$ cat src/rtl/imm_encode_pkg.sv
// ----------------------------------------------------------------------------
// imm_encode_pkg
// Shared definitions for the immediate encoder: ImmSrc format codes, the
// controller state encoding, range limits for the LDR/STR and branch formats,
// and a 32-bit rotate-left helper used by the rotation checker.
// ----------------------------------------------------------------------------
package imm_encode_pkg;

  // ImmSrc format codes (00 is treated as branch, like 11)
  localparam logic [1:0] SRC_BR0 = 2'b00;
  localparam logic [1:0] SRC_DP  = 2'b01;
  localparam logic [1:0] SRC_LS  = 2'b10;
  localparam logic [1:0] SRC_BR  = 2'b11;

  typedef enum logic [1:0] {
    ST_IDLE   = 2'd0,
    ST_SEARCH = 2'd1,
    ST_DONE   = 2'd2
  } state_e;

  // Largest offset magnitude an LDR/STR 12-bit immediate can hold
  localparam logic [31:0] LS_MAX_MAG = 32'd4095;

  // Branch byte-offset window: -2^25 .. 2^25-4
  localparam int BR_LIMIT = 1 << 25;
  localparam logic signed [31:0] BR_MIN = -BR_LIMIT;
  localparam logic signed [31:0] BR_MAX = BR_LIMIT - 4;

  // Last rotation tried by the data-processing search
  localparam logic [3:0] ROT_LAST = 4'd15;

  // Rotate a 32-bit word left by sh bits (0..31)
  function automatic logic [31:0] rol32(input logic [31:0] v, input logic [4:0] sh);
    logic [63:0] dbl;
    dbl = {v, v} << sh;
    return dbl[63:32];
  endfunction

endpackage

$ cat src/rtl/imm_ext.sv
// ----------------------------------------------------------------------------
// imm_ext
// Combinational encoder for the single-cycle formats.
//   Value  : signed offset to encode
//   ImmSrc : format code (SRC_LS, or branch for SRC_BR / SRC_BR0)
//   Field  : Instr[23:0] immediate field, zero when the value does not fit
//   Fits   : value is representable in the requested format
// The data-processing code is not handled here; it yields Fits=0, Field=0.
// ----------------------------------------------------------------------------
module imm_ext
  import imm_encode_pkg::*;
(
  input  logic [31:0] Value,
  input  logic [1:0]  ImmSrc,
  output logic [23:0] Field,
  output logic        Fits
);

  logic signed [31:0] sval;
  logic [31:0]        mag;
  logic               ls_fits;
  logic               br_fits;

  always_comb begin
    sval = Value;
    // For 0x80000000 the negation wraps to itself, which is out of range anyway
    mag  = sval[31] ? (~Value + 32'd1) : Value;
    ls_fits = (mag <= LS_MAX_MAG);
    br_fits = (Value[1:0] == 2'b00) && (sval >= BR_MIN) && (sval <= BR_MAX);

    Field = 24'd0;
    Fits  = 1'b0;
    case (ImmSrc)
      SRC_LS: begin
        Fits = ls_fits;
        // U bit (bit 23) selects add vs subtract of the magnitude
        if (ls_fits) Field = {~sval[31], 11'd0, mag[11:0]};
      end
      SRC_BR, SRC_BR0: begin
        Fits = br_fits;
        if (br_fits) Field = Value[25:2];
      end
      default: begin
        Field = 24'd0;
        Fits  = 1'b0;
      end
    endcase
  end

endmodule

$ cat src/rtl/imm_rot_check.sv
// ----------------------------------------------------------------------------
// imm_rot_check
// Combinational test of one data-processing rotation. The value is
// representable with rotation r when rotating it left by 2r leaves only the
// low 8 bits set; those 8 bits are then the imm8 field.
//   Value : 32-bit value under test
//   r     : rotation index 0..15 (actual rotate amount is 2r)
//   hit   : value fits with this rotation
//   imm8  : low byte of the rotated value
// ----------------------------------------------------------------------------
module imm_rot_check
  import imm_encode_pkg::*;
(
  input  logic [31:0] Value,
  input  logic [3:0]  r,
  output logic        hit,
  output logic [7:0]  imm8
);

  logic [31:0] rotated;

  always_comb begin
    rotated = rol32(Value, {r, 1'b0});
    hit     = (rotated[31:8] == 24'd0);
    imm8    = rotated[7:0];
  end

endmodule

$ cat src/rtl/imm_encode.sv
// ----------------------------------------------------------------------------
// imm_encode
// Encodes a 32-bit value into the 24-bit immediate field of an instruction.
// Data-processing immediates are found by searching rotations 0..15, one per
// cycle, through a single shared imm_rot_check; the smallest hitting rotation
// wins. LDR/STR and branch offsets are encoded combinationally on accept.
// Ports:
//   CLK      : clock, rising edge
//   nReset   : asynchronous active-low reset
//   InValid  : request valid          InReady  : request can be accepted (IDLE)
//   Value    : value to encode        ImmSrc   : format code
//   OutValid : result valid (DONE)    OutReady : consumer takes result
//   Field    : encoded Instr[23:0]    Fits     : value is representable
// ----------------------------------------------------------------------------
module imm_encode
  import imm_encode_pkg::*;
(
  input  logic        CLK,
  input  logic        nReset,
  input  logic        InValid,
  output logic        InReady,
  input  logic [31:0] Value,
  input  logic [1:0]  ImmSrc,
  output logic        OutValid,
  input  logic        OutReady,
  output logic [23:0] Field,
  output logic        Fits
);

  state_e      state_q, state_d;
  logic [3:0]  r_q, r_d;
  logic [31:0] value_q, value_d;
  logic [23:0] field_q, field_d;
  logic        fits_q, fits_d;
  logic        out_valid_q;
  logic        in_ready_q;

  logic        accept;
  logic        rot_hit;
  logic [7:0]  rot_imm8;
  logic [23:0] ext_field;
  logic        ext_fits;

  imm_rot_check u_rot (
    .Value (value_q),
    .r     (r_q),
    .hit   (rot_hit),
    .imm8  (rot_imm8)
  );

  // Single-cycle formats are encoded straight from the request inputs so
  // the result is ready on the accept edge.
  imm_ext u_ext (
    .Value  (Value),
    .ImmSrc (ImmSrc),
    .Field  (ext_field),
    .Fits   (ext_fits)
  );

  // in_ready_q is only ever high in IDLE
  assign accept = InValid & in_ready_q;

  always_comb begin
    state_d = state_q;
    r_d     = r_q;
    value_d = value_q;
    field_d = field_q;
    fits_d  = fits_q;

    case (state_q)
      ST_IDLE: begin
        if (accept) begin
          value_d = Value;
          r_d     = 4'd0;
          if (ImmSrc == SRC_DP) begin
            state_d = ST_SEARCH;
            field_d = 24'd0;
            fits_d  = 1'b0;
          end else begin
            state_d = ST_DONE;
            field_d = ext_field;
            fits_d  = ext_fits;
          end
        end
      end

      ST_SEARCH: begin
        // Rotations are tried in ascending order, so the first hit is the smallest
        if (rot_hit) begin
          state_d = ST_DONE;
          fits_d  = 1'b1;
          field_d = {12'd0, r_q, rot_imm8};
        end else if (r_q == ROT_LAST) begin
          state_d = ST_DONE;
          fits_d  = 1'b0;
          field_d = 24'd0;
        end else begin
          r_d = r_q + 4'd1;
        end
      end

      ST_DONE: begin
        if (OutReady) state_d = ST_IDLE;
      end

      default: state_d = ST_IDLE;
    endcase
  end

  // Handshake flags are registered from the next state, so InReady stays low
  // on the edge that leaves DONE and on the first edge out of reset.
  always_ff @(posedge CLK or negedge nReset) begin
    if (!nReset) begin
      state_q     <= ST_IDLE;
      r_q         <= 4'd0;
      value_q     <= 32'd0;
      field_q     <= 24'd0;
      fits_q      <= 1'b0;
      out_valid_q <= 1'b0;
      in_ready_q  <= 1'b0;
    end else begin
      state_q     <= state_d;
      r_q         <= r_d;
      value_q     <= value_d;
      field_q     <= field_d;
      fits_q      <= fits_d;
      out_valid_q <= (state_d == ST_DONE);
      in_ready_q  <= (state_d == ST_IDLE);
    end
  end

  assign InReady  = in_ready_q;
  assign OutValid = out_valid_q;
  assign Field    = field_q;
  assign Fits     = fits_q;

endmodule

$ cat config.mk
export PLATFORM = sky130hd
export DESIGN_NAME = imm_encode
export DESIGN_NICKNAME = d
export VERILOG_FILES = /design/src/rtl/imm_encode_pkg.sv /design/src/rtl/imm_ext.sv /design/src/rtl/imm_rot_check.sv /design/src/rtl/imm_encode.sv
export SDC_FILE = /design/constraint.sdc
export NUM_CORES = 1
export LEC_CHECK = 0
export CAP_MARGIN = 10
export CELL_PAD_IN_SITES_DETAIL_PLACEMENT = 1
export CELL_PAD_IN_SITES_GLOBAL_PLACEMENT = 1
export CORE_ASPECT_RATIO = 1.75
export CORE_MARGIN = 2
export CORE_UTILIZATION = 47
export DETAILED_ROUTE_END_ITERATION = 8
export PLACE_DENSITY = 0.9
export RECOVER_POWER = 100
export REMOVE_ABC_BUFFERS = 1
export SYNTH_ARGS = -nofsm -noshare
export SYNTH_HDL_FRONTEND = slang
export SYNTH_SLANG_ARGS = --single-unit
$ cat constraint.sdc
create_clock -name CLK -period 6.9 [get_ports CLK]
set_input_delay 1.035 -clock CLK [delete_from_list [all_inputs] [get_ports CLK]]
set_output_delay 1.035 -clock CLK [all_outputs]
set_load 0.02 [all_outputs]
==> impl_summary.md <==
Status
The run finished, with violations left. The checks that failed: capacitance limit, slew limit.

GRT
The first global-routing pass estimated around 32,000 um of wire. The busiest layer in global routing is met2. For met1 alone, demand over resource in global routing was a little under two fifths.

The overall global routing resource usage is between 30% and 40%. The overall overflow remaining after global route is 0. The largest net degree at the start of global routing is 66.

The number of antenna violations at the first check in global routing is 0. Global routing consumed, on the met2 layer, 64.8% of the routing resources. In the global route stage, met3 resource usage came out at ~4.3%. The number of global-route vias before repair is about 5,800.

Synthesis
The post-synthesis cell count is slightly above 600. Yosys printed 0 warnings. The fraction of the yosys area taken by sequential cells is a little under a third. The async set-or-reset flop fraction in the synthesized netlist is 100%. After synthesis, the mean cell area works out to approximately 8.7 um^2. The post-synthesis register bit count is between 60 and 70. The synthesized netlist occupies a cell area of between 0.005 and 0.006 mm^2. The synthesized design contains 0 enable-type register cells. The most used flip-flop cell after synthesis is dfrtp_1. The number of distinct standard cells referenced by the synthesized netlist is 73.

Clock network
Buffers added to address setup during post-CTS repair amount to 0. The register clock-pin slew on the reported worst setup and hold paths is about 0.060 ns. The buffer depth of the longest clock path is 2. The number of gates resized after cts is 0. The total CTS buffers is 9. The insertion delay of the later-clocked pin in the worst-skew pair is between 0.3 and 0.4 ns. CTS saw 65 sinks. Clock tree synthesis selected as its root buffer the cell clkbuf_16. The deepest level of the CTS H-tree is 3. The clock tree from TritonCTS is done.

Buffers inserted to repair hold after CTS numbered 0.

STA
The final setup violation count is 0. The timing-limited maximum frequency is approximately 0.19 GHz. The number of pins with negative max-slew slack in the final report is about 120. At the pin with the least slew margin, the transition time is approximately 3.6 ns. In the finished design, the share of the clock period the worst path needs comes to between 70% and 80%. After routing, the total negative slack on setup checks comes to 0 ns. The clock period minus final worst setup slack is 5.37 ns. The worst clock skew is 0.00792 ns. Setup repair after global routing left no endpoint under its margin.

The tightest slew margin relative to the limit is -141%. The number of endpoints with negative hold slack in the final report is 0.

Final layout
The final cell utilization of the core is between 50% and 60%. For this run, the post-layout net count is 687. The post-layout instance count excluding filler cells is 781.

Fill cells in the final layout number between 1,000 and 1,500. The area added between synthesis and finish is 16.6%. The sequential cells in the finished layout cover a total of 0.00163 mm^2. The repair_antennas step left the layout with diodes totalling 0. Cells with a size suffix above 1 make up 9.24% of the layout. In the final layout, the multi-input gates occupy between 0.003 and 0.004 mm^2.

Die
65 I/O pins were placed. The number of placement rows is just over 50. The floorplan step set the die width to ~84 um. The starting density of the core is a little under half.

The overall die area is about 0.012 mm^2. The y dimension of the die is 145 um. The core outline area is about 0.011 mm^2.

Power
Across the VDD grid, the largest voltage drop is between 400 and 500 uV. The static leakage power is about 2.5 nW. The power density over cell area is between 300 and 400 mW/mm^2. Power comes to approximately 2.5 mW.

Critical path
The cell repeated most along the worst path is buf_4. The maximum single-stage delay on the critical path is 1.30 ns. The reg-to-reg endpoint is Field[23]. The logic depth of the worst path, buffers included is 10. The critical path launch point type is a flip-flop. Traced cell by cell, the critical path runs through buf_4, mux4_2, or2_0, a2111oi_0, o21ai_0, a222oi_1, buf_4, o21ai_2, nand2_1, mux2_1. The critical path contains buffers and inverters numbering 2 combined. In this run the register-to-register setup slack is between 1.5 and 2 ns. STA classifies the critical path endpoint as a flip-flop. At the worst endpoint, the required time is just over 7 ns. In this run the worst setup path terminates at Field[23]. The worst-case reg-to-reg path depth is 10. For this design, the slowest cell found on the critical path is dfrtp_1. The class of the most critical setup path is reg2reg. The startpoint of the most critical setup path is r_q[0]. The cell type group with the largest total delay on the critical path is flip-flops.

The data arrival time of the worst path is ~5.6 ns. The highest fanout seen on the critical path is 35. The worst register-to-register path begins at r_q[0].

Drt
For this block, the initial DRC count from the detailed router was about 400. Before antenna repair, the detailed router went through 5 iterations. After detailed routing, the number of vias per cell comes to a little under 7. The via total after detailed routing is around 5,400.

The final layout contains routed wiring with a total length of between 20,000 and 25,000 um. The post-detailed-route DRC marker count is 0. The count of nets left with antenna violations once routing finished came out at 0.

In the final routed layout, each cell accounts on average for ~27 um.

Place
The number of placed instances, taps included is around 770. Port buffering added 64 buffers. At the end of routability-driven placement, the weighted congestion stood at between 1 and 1.5. After legalization and detailed placement, the total HPWL measured between 15,000 and 20,000 um.

Hold path
The min-delay analysis places its worst path in the category reg2reg.

Run
The max-cap check violation count is 2.
where the power goes:
part           leakage [nW]  internal [mW]  switching, mW
Combinational          1.52          0.556          0.691
Clock                 0.139          0.281          0.183
Sequential            0.839          0.507          0.253
synthesized netlist by cell type, types with 8 or more instances:
cell type	instances	area, um^2
nor3_1	23	115
mux4_2	27	608
nor2_1	25	93.8
nand3_1	23	115
nand2_1	128	480
o21ai_1	13	65.1
dfrtp_1	65	1630
and3_1	8	50.1
inv_1	15	56.3
a21oi_1	10	50.1
mux2i_1	28	280
a31oi_1	9	56.3
nor4_1	15	93.8
clkbuf_1	36	135
xnor2_1	12	105
or3_1	9	56.3
o21ai_0	22	110
cells by family after synthesis:
kind of cell	count (synthesis)	share of synthesized area, %
and+or+nand+nor	282	26.1
AOI/OAI and AO/OA	120	16.0
buffers and inverters	71	6.09
DFF	65	30.6
muxes	59	18.1
xor gates and xnor gates	12	1.98
adders and majority gates	5	1.18
state kept, by name, indices dropped and copies added (netlist names):
| signal | cells |
|---|---|
| Field | 24 |
| Fits | 1 |
| InReady | 1 |
| OutValid | 1 |
| r_q | 4 |
| state_q | 2 |
| value_q | 32 |
worst min-delay path, delay by kind of cell, from the launching register on:
family / cells / cell delay, ns
simple gates: 1 / 0.06
flops: 1 / 0.34
compound gates: 1 / 0.06
worst min path at each step:
stage | startpoint | to | slack [ns] | cells past startpoint
finish | Field[20] | Field[20] | 0.50 | 2
global route | Field[23] | Field[23] | 0.53 | 1
CTS | Field[23] | Field[23] | 0.51 | 1
detailed placement | Field[23] | Field[23] | 0.49 | 1
global placement | Field[23] | Field[23] | 0.49 | 1
floorplan | state_q[0] | OutValid | 0.49 | 1
layout make-up:
class | instances | area share, %
well taps | 132 | 2.66
clock buffers | 10 | 3.69
flip-flops and latches | 65 | 26.2
repair buffers | 72 | 11.1
clock inverters | 6 | 1.09
multi-input cells | 478 | 54.1
inverters | 18 | 1.09
routing by layer:
metal / wire [um] / vias to the layer above
li1: - / 2354
met1: 7420 / 2752
met2: 11300 / 237
met3: 933 / 85
met4: 1350 / 0
met5: 0 / -
metrics by stage:
step / hold slack (ns) / instance area, um^2 / setup slack (ns)
4_1_cts: 0.506 / 6230 / 2.31
6_report: 0.497 / 6200 / 1.53
3_3_place_gp: 0.491 / 5930 / 2.10
3_5_place_dp: 0.488 / 5930 / 2.12
2_1_floorplan: 0.491 / 5060 / 1.31
5_1_grt: 0.526 / 6200 / 1.25
cell usage in the layout (no fill, tap or decap), types with 8 or more instances in the layout:
cell / Yosys / routed
a21oi_1: 10 / 10
a31oi_1: 9 / 9
and3_1: 8 / 8
clkbuf_16: 0 / 9
clkdlybuf4s50_1: 0 / 35
dfrtp_1: 65 / 65
dlygate4sd3_1: 0 / 28
inv_1: 15 / 15
mux2i_1: 28 / 28
mux4_2: 27 / 27
nand2_1: 128 / 129
nand3_1: 23 / 23
nor2_1: 25 / 26
nor3_1: 23 / 23
nor4_1: 15 / 15
o21ai_0: 22 / 31
or3_1: 9 / 9
xnor2_1: 12 / 12
(Power assumes the default switching activity.)
